## src/rtl/reg_scoreboard.sv

```systemverilog
// Register-hazard scoreboard: tracks in-flight destination registers in a shift pipeline
// and stalls issue when a source operand is still pending.
module reg_scoreboard #(
    parameter int unsigned REG_BITS = 3,
    parameter int unsigned DEPTH    = 3,
    parameter bit          BYPASS   = 1'b0,
    parameter int unsigned CNT_W    = 16,
    localparam int unsigned NUM_REGS = 2 ** REG_BITS,
    localparam int unsigned INF_W    = $clog2(DEPTH + 1)
) (
    input  logic                clk,
    input  logic                rst,
    input  logic                issue,
    input  logic                flush,
    input  logic [REG_BITS-1:0] rs,
    input  logic [REG_BITS-1:0] rt,
    input  logic [REG_BITS-1:0] rd,
    input  logic                rs_v,
    input  logic                rt_v,
    input  logic                rd_v,
    output logic                stall,
    output logic [NUM_REGS-1:0] busy,
    output logic [INF_W-1:0]    inflight,
    output logic [CNT_W-1:0]    stall_cnt
);

    // With write-before-read, the oldest slot is already visible to the reader.
    localparam int WinDepth = (BYPASS != 1'b0) ? int'(DEPTH) - 1 : int'(DEPTH);

    logic [DEPTH-1:0]    slot_v_q, slot_v_d;
    logic [REG_BITS-1:0] slot_dst_q [DEPTH];
    logic [REG_BITS-1:0] slot_dst_d [DEPTH];
    logic [CNT_W-1:0]    stall_cnt_q, stall_cnt_d;
    logic                hit_rs, hit_rt, hazard;

    always_comb begin
        hit_rs   = 1'b0;
        hit_rt   = 1'b0;
        busy     = '0;
        inflight = '0;
        for (int k = 0; k < int'(DEPTH); k++) begin
            if (slot_v_q[k]) begin
                busy[slot_dst_q[k]] = 1'b1;
                inflight            = inflight + INF_W'(1);
                if (k < WinDepth) begin
                    if (slot_dst_q[k] == rs) hit_rs = 1'b1;
                    if (slot_dst_q[k] == rt) hit_rt = 1'b1;
                end
            end
        end
        hazard = issue & ((rs_v & hit_rs) | (rt_v & hit_rt));
        stall  = hazard & ~flush;
    end

    // The downstream shift always advances; a stalled issue enters slot 0 as a bubble.
    always_comb begin
        slot_v_d      = '0;
        slot_dst_d[0] = rd;
        for (int k = 1; k < int'(DEPTH); k++) begin
            slot_v_d[k]   = slot_v_q[k-1];
            slot_dst_d[k] = slot_dst_q[k-1];
        end
        slot_v_d[0] = issue & rd_v & ~stall;
        if (flush) begin
            slot_v_d = '0;
        end
    end

    always_comb begin
        stall_cnt_d = stall_cnt_q;
        if (stall && (stall_cnt_q != {CNT_W{1'b1}})) begin
            stall_cnt_d = stall_cnt_q + CNT_W'(1);
        end
    end

    always_ff @(posedge clk) begin
        if (rst) begin
            slot_v_q    <= '0;
            stall_cnt_q <= '0;
            for (int k = 0; k < int'(DEPTH); k++) begin
                slot_dst_q[k] <= '0;
            end
        end else begin
            slot_v_q    <= slot_v_d;
            stall_cnt_q <= stall_cnt_d;
            for (int k = 0; k < int'(DEPTH); k++) begin
                slot_dst_q[k] <= slot_dst_d[k];
            end
        end
    end

    assign stall_cnt = stall_cnt_q;

endmodule

```

## config.mk

```make
export PLATFORM = sky130hd
export DESIGN_NAME = reg_scoreboard
export DESIGN_NICKNAME = d
export VERILOG_FILES = /design/src/rtl/reg_scoreboard.sv
export SDC_FILE = /design/constraint.sdc
export NUM_CORES = 1
export LEC_CHECK = 0
export ABC_AREA = 1
export BUFFER_PORTS_ARGS = -buffer_cell sky130_fd_sc_hd__buf_2
export CAP_MARGIN = 10
export CORE_MARGIN = 2
export CORE_UTILIZATION = 36
export DETAILED_ROUTE_END_ITERATION = 8
export PLACE_DENSITY = 0.62
export SETUP_SLACK_MARGIN = 0.2
export SLEW_MARGIN = 20
export SYNTH_ARGS = -nofsm -noshare
export SYNTH_HDL_FRONTEND = slang
export SYNTH_SLANG_ARGS = --single-unit
```

## constraint.sdc

```tcl
create_clock -name clk -period 3 [get_ports clk]
set_input_delay 0.15 -clock clk [delete_from_list [all_inputs] [get_ports clk]]
set_output_delay 0.15 -clock clk [all_outputs]
set_load 0.01 [all_outputs]
```

==> results.yml <==
detailed_routing:
  drt-total-wl_microns: 4880
  drc: 0
  drt-pass1-iter-count: 4
  drt_iter0_markers: 197
  avgViaCountPerCell: 4.89
  wl_per_cell_microns: 11.7
  vias: 2036
  ant_nets: 0
placed_design:
  portBuffers: 42
  place_ws_ns: 1.17
  gp_congestion: 0.960
  hpwl_microns: 3720
sta:
  layout_setup_ws_ns: 1.10
  slew_headroom: 0.491
  worstMarginPinSlew_ns: 0.763
  period_needed_ns: 1.90
  clock_skew_ns: 0.00965
  post-route-period-util: 0.634
  finalSetupTns_ns: 0
  fmax_mhz: 526
  setup_violations: 0
  slew_violations: 0
  hold_viol: 0
  rsz0062_at_grt: "false"
cts:
  clock_path_buffers: 2
  clock_latency_ns: 0.27
  post_cts_buffers: 0
  cts-hold-fix-buffers: 0
  cts_sinks: 28
  htree_levels: 1
  clk_root_buffer_cell: "clkbuf_8"
  cts_tree: "done"
  cts.clk_slew.worst_paths_ns: 0.09
  cts_resized: 0
  cts_buffers: 3
setup_path:
  worstSetupEndpointType: "primary output"
  cp.buffers_inverters: 3
  crit_family: "simple AND/OR/NAND/NOR gates"
  ff2ff_path_depth: 8
  crit_top_cell: "nand2_1"
  arrival_ns: 1.75
  cpMaxStageDelayCell: "dfxtp_1"
  timing.rr.end: "stall_cnt[2]$_SDFFE_PP0P_"
  critPathMaxStageDelay_ns: 0.46
  path_cells: "inv_1 > nand2_1 > nand2_1 > nor2_1 > nand2_1 > nand3_2 > nand2_2 > nand2_4 > nand2_1 > inv_1 > buf_2"
  cp-start-kind: "flop"
  worstSetupPathType: "reg -> out"
  path_max_fanout: 17
  critical_path_required_ns: 2.85
  regToRegSetupSlack_ns: 1.15
  r2r_start: "stall_cnt[0]$_SDFFE_PP0P_"
hold_path:
  whs_path_depth: 3
  holdCritPathClass: "in -> reg"
  min_to: "slot_dst_q[0][2]$_SDFF_PP0_"
  hold_start: "rd[2]"
finish:
  n_antenna_cell: 0
  drive_gt1_frac: 0.194
  layout_commonest_cell: "nand2_1"
  syn_to_final_growth_pct: 14.8
  final_cell_mix: "nand2_1 (92), nor2_1 (47), buf_2 (42), inv_1 (38), dfxtp_1 (28)"
  nNetsFinal: 367
  fillCellCount: 555
run:
  max-cap-violations: 0
global_route:
  grt_pass1_wl_microns: 8610
  grt_start_max_net_pins: 26
  globalRoute.totalOverflow: 0
  grt_pass1_vias: 1911
  antenna_found_initial: 0
  gr-usage-all-layers: 0.171
yosys:
  yosys.area_share.simple: 0.443
  synth_top_family_by_area: "simple AND/OR/NAND/NOR gates"
  synth_mux_area_frac: 0
  synth.distinct_cells: 27
  netlist_area_sq_um: 1950
  synth_cells: 309
  syn_nets: 328
  synth.avg_cell_area_sq_um: 6.31
  seq_area_frac_synth: 0.288
  synthAdderAreaFrac: 0.0193
  yosys_warnings: 0
  synth-xor-area-share: 0.0629
  synth-seq-cells: 28
  synth_compound_area_frac: 0.0841
power:
  powerDensity_nw_per_um2: 292
  power_frac_clock: 0.303
  fin_total_pwr_w: 0.000653
  p_int_w: 0.000490
  swShare: 0.250
  seq_power_share: 0.592
  p_switching_w: 0.000163
  leakage_nw: 1.05
  power_frac_comb: 0.105
  max-vdd-ir-drop_v: 0.000150
floorplanning:
  ios: 43
  die_w_microns: 77.6
  start_util: 0.377
  core-area_sq_um: 5170
  dieArea_sq_um: 6020
  row_count: 26
  die_height_microns: 77.6
status:
  outcome: "finished clean"
## sequential cells by signal, summed over array words and instances (netlist names)
| signal | count |
|---|---|
| slot_dst_q | 9 |
| slot_v_q | 3 |
| stall_cnt | 16 |
## power by group through the flow
stage / Clock (W) / Combinational [W] / Sequential (W)
2_1_floorplan: 0 / 0.0000462 / 0.000391
3_3_place_gp: 0 / 0.0000682 / 0.000395
3_5_place_dp: 0 / 0.0000681 / 0.000395
4_1_cts: 0.000212 / 0.0000685 / 0.000386
5_1_grt: 0.000222 / 0.0000790 / 0.000388
6_report: 0.000198 / 0.0000685 / 0.000387
## logic make-up after synthesis
| family | count (synthesis) |
|---|---|
| flops | 28 |
| xor+xnor | 14 |
| fa+ha+maj | 3 |
| buf+inv | 48 |
| compound gates | 25 |
| simple gates | 191 |
## through the flow
step	cell area, sq um	instances	hold slack, ns	util
2_1_floorplan	1950	309	0.257	-
6_report	2240	416	0.0827	0.433
5_1_grt	2240	416	0.0829	0.433
3_3_place_gp	2200	413	0.357	0.425
4_1_cts	2240	416	0.0788	0.433
3_5_place_dp	2200	413	0.364	0.425
## worst reg2reg max path: stages, from the launching register on
cell      delay (ns)
dfxtp_1         0.40
ha_1            0.25
nand3_2         0.13
inv_2           0.08
nand3_1         0.11
nand3b_4        0.30
nand3_4         0.29
nand2_1         0.09
a21oi_1         0.13
## worst max path at each step
stage                                 from                          to  slack, ns  cells after the start
2_1_floorplan    stall_cnt[1]$_SDFFE_PP0P_   stall_cnt[3]$_SDFFE_PP0P_       1.36                      9
3_3_place_gp   slot_dst_q[0][7]$_SDFF_PP0_  stall_cnt[15]$_SDFFE_PP0P_       1.16                     11
3_5_place_dp     stall_cnt[1]$_SDFFE_PP0P_  stall_cnt[11]$_SDFFE_PP0P_       1.17                      8
4_1_cts        slot_dst_q[0][1]$_SDFF_PP0_                       stall       1.09                     11
5_1_grt        slot_dst_q[0][3]$_SDFF_PP0_                       stall       0.93                     11
6_report       slot_dst_q[0][7]$_SDFF_PP0_                       stall       1.10                     11
## Yosys cell counts (all sizes together)
cell / instances / area [sq um]
o21ai: 3 / 15.0
dfxtp: 28 / 561
nand3b: 1 / 20.0
o221ai: 6 / 52.6
nand2: 99 / 394
buf: 4 / 36.3
nor2: 51 / 201
a21oi: 14 / 81.3
nand3: 20 / 128
ha: 3 / 37.5
xor2: 10 / 87.6
or2: 1 / 6.26
nor3: 4 / 20.0
o211ai: 2 / 15.0
clkbuf: 4 / 15.0
nand4: 15 / 93.8
xnor2: 4 / 35.0
inv: 40 / 150
## layer usage
metal | routed length, microns | track usage | vias to the layer above
met1 | 2390 | 0.243 | 906
met5 | 0 | 0 | -
met2 | 2180 | 0.260 | 60
li1 | - | - | 1061
met4 | 65 | 0.0661 | 0
met3 | 256 | 0.0221 | 9
## area by class of cell
cell class	count	area, sq um	area share
clock buffer	3	41.3	0.0185
sequential	28	561	0.251
timing repair buffer	42	210	0.0940
tap	70	87.6	0.0391
inverter	40	150	0.0671
multi-input combinational	233	1190	0.531
Note: power is estimated with default switching activity, not from simulation.
